File: src/rtl/pipe_stage_skid.sv
// Elastic pipeline-stage register with a 2-entry skid buffer, flush-to-bubble
// and a saturating stall counter. Full throughput, one cycle of latency.
module pipe_stage_skid #(
   parameter int unsigned CTRL_W   = 4,
   parameter int unsigned DATA_W   = 68,
   parameter int unsigned STALL_CW = 16
) (
   input  logic                CLK,
   input  logic                RESET,
   input  logic                FLUSH,
   input  logic                ValidIn,
   output logic                ReadyIn,
   input  logic [CTRL_W-1:0]   CtrlIn,
   input  logic [DATA_W-1:0]   DataIn,
   output logic                ValidOut,
   input  logic                ReadyOut,
   output logic [CTRL_W-1:0]   CtrlOut,
   output logic [DATA_W-1:0]   DataOut,
   output logic [1:0]          Occupancy,
   output logic [STALL_CW-1:0] StallCnt
);

   localparam logic [STALL_CW-1:0] STALL_MAX = {STALL_CW{1'b1}};

   typedef enum logic [1:0] {
      EMPTY = 2'd0,
      BUSY  = 2'd1,
      FULL  = 2'd2
   } state_t;

   state_t              r_state;
   logic                r_ready_in;
   logic                r_valid_out;
   logic [1:0]          r_occ;
   logic [CTRL_W-1:0]   r_head_ctrl;
   logic [DATA_W-1:0]   r_head_data;
   logic [CTRL_W-1:0]   r_skid_ctrl;
   logic [DATA_W-1:0]   r_skid_data;
   logic [STALL_CW-1:0] r_stall_cnt;

   state_t              w_state_nxt;
   logic                w_accept;
   logic                w_drain;
   logic [CTRL_W-1:0]   w_head_ctrl_nxt;
   logic [DATA_W-1:0]   w_head_data_nxt;
   logic [CTRL_W-1:0]   w_skid_ctrl_nxt;
   logic [DATA_W-1:0]   w_skid_data_nxt;
   logic [STALL_CW-1:0] w_stall_nxt;

   // Next-state and datapath selection; head ctrl is zeroed whenever the stage empties
   always_comb begin
      w_state_nxt     = r_state;
      w_head_ctrl_nxt = r_head_ctrl;
      w_head_data_nxt = r_head_data;
      w_skid_ctrl_nxt = r_skid_ctrl;
      w_skid_data_nxt = r_skid_data;
      w_stall_nxt     = r_stall_cnt;
      w_accept        = ValidIn & r_ready_in;
      w_drain         = r_valid_out & ReadyOut;

      if (r_valid_out && !ReadyOut && (r_stall_cnt != STALL_MAX)) begin
         w_stall_nxt = r_stall_cnt + STALL_CW'(1);
      end

      if (FLUSH) begin
         w_state_nxt     = EMPTY;
         w_head_ctrl_nxt = '0;
      end else begin
         case (r_state)
            EMPTY: begin
               if (w_accept) begin
                  w_state_nxt     = BUSY;
                  w_head_ctrl_nxt = CtrlIn;
                  w_head_data_nxt = DataIn;
               end
            end
            BUSY: begin
               if (w_accept && w_drain) begin
                  w_head_ctrl_nxt = CtrlIn;
                  w_head_data_nxt = DataIn;
               end else if (w_accept) begin
                  w_state_nxt     = FULL;
                  w_skid_ctrl_nxt = CtrlIn;
                  w_skid_data_nxt = DataIn;
               end else if (w_drain) begin
                  w_state_nxt     = EMPTY;
                  w_head_ctrl_nxt = '0;
               end
            end
            FULL: begin
               if (w_drain) begin
                  w_state_nxt     = BUSY;
                  w_head_ctrl_nxt = r_skid_ctrl;
                  w_head_data_nxt = r_skid_data;
               end
            end
            default: begin
               w_state_nxt     = EMPTY;
               w_head_ctrl_nxt = '0;
            end
         endcase
      end
   end

   // State and output registers; flags are decoded from the next state
   always_ff @(posedge CLK) begin
      if (RESET) begin
         r_state     <= EMPTY;
         r_ready_in  <= 1'b1;
         r_valid_out <= 1'b0;
         r_occ       <= 2'd0;
         r_head_ctrl <= '0;
         r_head_data <= '0;
         r_skid_ctrl <= '0;
         r_skid_data <= '0;
         r_stall_cnt <= '0;
      end else begin
         r_state     <= w_state_nxt;
         r_ready_in  <= (w_state_nxt != FULL);
         r_valid_out <= (w_state_nxt != EMPTY);
         r_occ       <= w_state_nxt;
         r_head_ctrl <= w_head_ctrl_nxt;
         r_head_data <= w_head_data_nxt;
         r_skid_ctrl <= w_skid_ctrl_nxt;
         r_skid_data <= w_skid_data_nxt;
         r_stall_cnt <= w_stall_nxt;
      end
   end

   assign ReadyIn   = r_ready_in;
   assign ValidOut  = r_valid_out;
   assign CtrlOut   = r_head_ctrl;
   assign DataOut   = r_head_data;
   assign Occupancy = r_occ;
   assign StallCnt  = r_stall_cnt;

endmodule
File: config.mk
export PLATFORM = sky130hd
export DESIGN_NAME = pipe_stage_skid
export DESIGN_NICKNAME = d
export VERILOG_FILES = /design/src/rtl/pipe_stage_skid.sv
export SDC_FILE = /design/constraint.sdc
export NUM_CORES = 1
export LEC_CHECK = 0
export CAP_MARGIN = 15
export CORE_MARGIN = 2
export CORE_UTILIZATION = 30
export DETAILED_ROUTE_END_ITERATION = 6
export SLEW_MARGIN = 20
export SYNTH_ARGS = -nofsm -noshare
export SYNTH_HDL_FRONTEND = slang
export SYNTH_SLANG_ARGS = --single-unit
File: constraint.sdc
create_clock -name CLK -period 2.05 [get_ports CLK]
set_input_delay 0.205 -clock CLK [delete_from_list [all_inputs] [get_ports CLK]]
set_output_delay 0.205 -clock CLK [all_outputs]
set_load 0.05 [all_outputs]
==> run metrics <==
drt total wl=roughly 21000 um; CTS tree=yes; Flop pwr share=between 40% and 50%; largest family of logic cells by synthesized area=compound AO/OA/AOI/OAI gates; Warnings, synthesis=0; Worst EP required=roughly 1.9 ns; residual DRC count=0; Netlist cell types=52; Mean Syn Cell Area=between 9 and 10 sq um; Int Power=0.005710 W; Max Root-Sink Buffers=2; fmax=between 500 and 600 MHz; Clk Latency, worst-skew pair=around 0.42 ns; antenna-violating nets left=0; Crit-path slowest cell=clkdlybuf4s50_1; vias in the first global route=a little over 6000; status=finished, final reports clean; die outline height=between 150 and 200 um; Ports=169; WP buf/inv=1; nets=between 900 and 1000; pre-CTS setup slack=about 0.022 ns; Setup-failing EPs final=0; top-count cell post-synth=dfxtp_1; clock period minus worst slack=between 1.5 and 2 ns; DP Wirelength=12950 um; critical path's largest stage delay=between 0.8 and 0.9 ns; DRT iter0 DRCs=around 350; Peak VDD IR=around 0.44 mV; area grow syn2layout=39.23%; final hold violations=0; post-CTS sizing=1; EDFF count, synth=0; post-synthesis compound-gate area fraction=25.22%; number of max-cap violations=0; GP Congestion=between 0.7 and 0.8; #FFs+latches synth=164; CTS Hold Bufs=0; Sinks on Clock Net=164; pin count of the biggest net entering global routing=between 100 and 150; Comb power frac=roughly 14%; Synth Area in Simple Gates=a little over an eighth; Main synth FF type=dfxtp_1; Least-Margin Pin Slew=about 0.58 ns; Switching Fraction=26.33%; Worst EP arrival=1.71 ns; sequential area share after synthesis=46.31%; Slew Limit Fails=0; pwr dens=just under 800 nW/um^2; Inserted Clock Buffers=17; CP top delay family=buffers and inverters; Clock Tree Root=clkbuf_16; leading post-synthesis cells by cell area=dfxtp_1 (46%), mux2i_1 (9.9%), o41ai_1 (8.5%), nand2_1 (8.3%), o211ai_1 (7.3%); Leakage Power=approximately 3.8 nW; DR vias=about 6400; CP Class=reg -> out; PnR worst setup slack=approximately 0.13 ns; layout cells sized above 1=8.073%; Final period util=just over 90%; Clock power frac=a little over two fifths; Slew HR=between 60% and 70%; Post-synth top cells=dfxtp_1 (164), nand2_1 (156), a21oi_1 (86); drt wl/cell=roughly 16 um; largest area contributor in the netlist=dfxtp_1; PortBufs=168; die width=about 160 um; Setup Skew=about 0.01 ns; Worst-path clk slew=approximately 0.06 ns; Tot GR Track Use=about 17%; element type at the critical path start=register; Fin Setup TNS=0 ns; first drt pass iteration count=6; Crit. End Element=output pin; Core ar.=between 20000 and 25000 sq um; Adder-Cell Fraction of Synth Area=less than 1%; xor and xnor area share after synthesis=0%; top cell type's share of synthesized area=a little under half; Mapped Cells=a little under 800; synthesized cell area=7089 sq um; postcts setup bufs=0; floorplan row count=56; die area=24880 sq um; Vias per Instance=~5; initial antenna violation count=3; first-pass GRT wire length=32800 um; RSZ-0062 raised after global routing=no; htree depth=4; NetSw=roughly 0.0020 W; asr flop ratio synth=0%; Syn Nets=around 860; worst hold path type=in -> reg; CP Cell Sequence=clkdlybuf4s50_1; Worst Path Max Fanout=12; mux share of post-synthesis cell area=9.884%; Starting Density=30.38%; GRT Residual Overflow=0
==> logic make-up (layout without fill, tap and decap cells) <==
group                      Yosys count  in the layout
buffers and inverters               88            233
other                                0              2
AOI/OAI and AO/OA                  255            255
muxes                               70             70
adders and majority gates            1              1
and+or+nand+nor                    206            206
DFF                                164            164
==> sequential cells by signal (all words and copies together) (netlist names) <==
signal,cells
r_skid_ctrl,4
CtrlOut,4
DataOut,68
ReadyIn,1
StallCnt,16
Occupancy,2
r_skid_data,68
ValidOut,1
==> path summary, 6_finish.rpt <==
check,cells after the start,slack [ns],start,to
hold / removal,2,0.05,RESET,StallCnt[10]$_SDFFE_PP0P_
setup reg to reg,6,0.22,Occupancy[1]$_SDFF_PP0_,r_skid_data[30]$_SDFFE_PP0P_
setup / recovery,1,0.13,Occupancy[0]$_SDFF_PP0_,Occupancy[0]
hold reg to reg,2,0.45,r_skid_data[40]$_SDFFE_PP0P_,r_skid_data[40]$_SDFFE_PP0P_
==> through the flow <==
stage	hold WS, ns	util (%)	power, W	cells	area (sq um)
after global placement	0.4406	39.73	0.004535	1216	9270
final	0.04984	42.30	0.007750	1250	9871
after floorplan	0.3410	-	0.004036	784	7096
after detailed placement	0.4456	39.73	0.004541	1216	9270
after global routing	0.03869	42.28	0.008050	1248	9866
after CTS	0.02486	42.28	0.007852	1248	9866
==> routing by layer <==
| metal | track usage [%] | up-vias | wire, um |
|---|---|---|---|
| met5 | 0 | - | 0 |
| met4 | 6.147 | 0 | 401 |
| met3 | 4.325 | 23 | 1174 |
| met2 | 25.55 | 163 | 9235 |
| met1 | 22.54 | 3030 | 9777 |
| li1 | - | 3196 | - |
==> final cells by class <==
| type | instances | area (sq um) |
|---|---|---|
| antenna | 2 | 5.005 |
| clock buffer | 24 | 471.7 |
| clock inverter | 8 | 125.1 |
| fill | 2285 | 13460 |
| inverter | 4 | 15.01 |
| multi-input combinational | 532 | 3485 |
| sequential | 164 | 3289 |
| tap | 319 | 399.1 |
| timing repair buffer | 197 | 2081 |
==> power by group through the flow <==
stage / Clock, W / Sequential, W / Combinational, W
after detailed placement: 0 / 0.00342 / 0.00112
after global placement: 0 / 0.00342 / 0.00111
final: 0.00329 / 0.00335 / 0.00111
after CTS: 0.00338 / 0.00335 / 0.00112
after global routing: 0.00350 / 0.00336 / 0.00118
after floorplan: 0 / 0.00369 / 0.000349
==> placed cells by master, fill, tap and decap left out, types with 2 or more instances in the layout <==
| cell type | synthesis | final |
|---|---|---|
| clkdlybuf4s50_1 | 0 | 165 |
| dfxtp_1 | 164 | 159 |
| nand2_1 | 156 | 156 |
| a21oi_1 | 86 | 86 |
| mux2i_1 | 70 | 70 |
| o211ai_1 | 69 | 69 |
| o41ai_1 | 69 | 69 |
| clkbuf_16 | 0 | 17 |
| buf_4 | 1 | 16 |
| buf_12 | 0 | 15 |
| nand3_1 | 8 | 8 |
| o21ai_0 | 6 | 6 |
| dfxtp_2 | 0 | 5 |
| nor3_1 | 5 | 5 |
| clkbuf_1 | 60 | 5 |
| a22oi_1 | 4 | 4 |
| o2bb2ai_1 | 4 | 4 |
| or4_1 | 4 | 4 |
| nor2_1 | 3 | 3 |
| or3_1 | 3 | 3 |
| inv_1 | 4 | 3 |
| o31ai_1 | 3 | 3 |
| bufinv_16 | 0 | 3 |
| diode_2 | 0 | 2 |
| and3b_1 | 2 | 2 |
| and2_1 | 2 | 2 |
| and4b_1 | 2 | 2 |
| a21o_1 | 2 | 2 |
| nand3b_1 | 2 | 2 |
| and3_1 | 2 | 2 |
| nand2b_1 | 3 | 2 |
| a31oi_1 | 2 | 2 |
| nor2b_1 | 2 | 2 |
| clkinv_2 | 0 | 2 |
| clkbuf_8 | 0 | 2 |
| clkinv_4 | 0 | 2 |
Note: power is estimated with default switching activity, not from simulation.
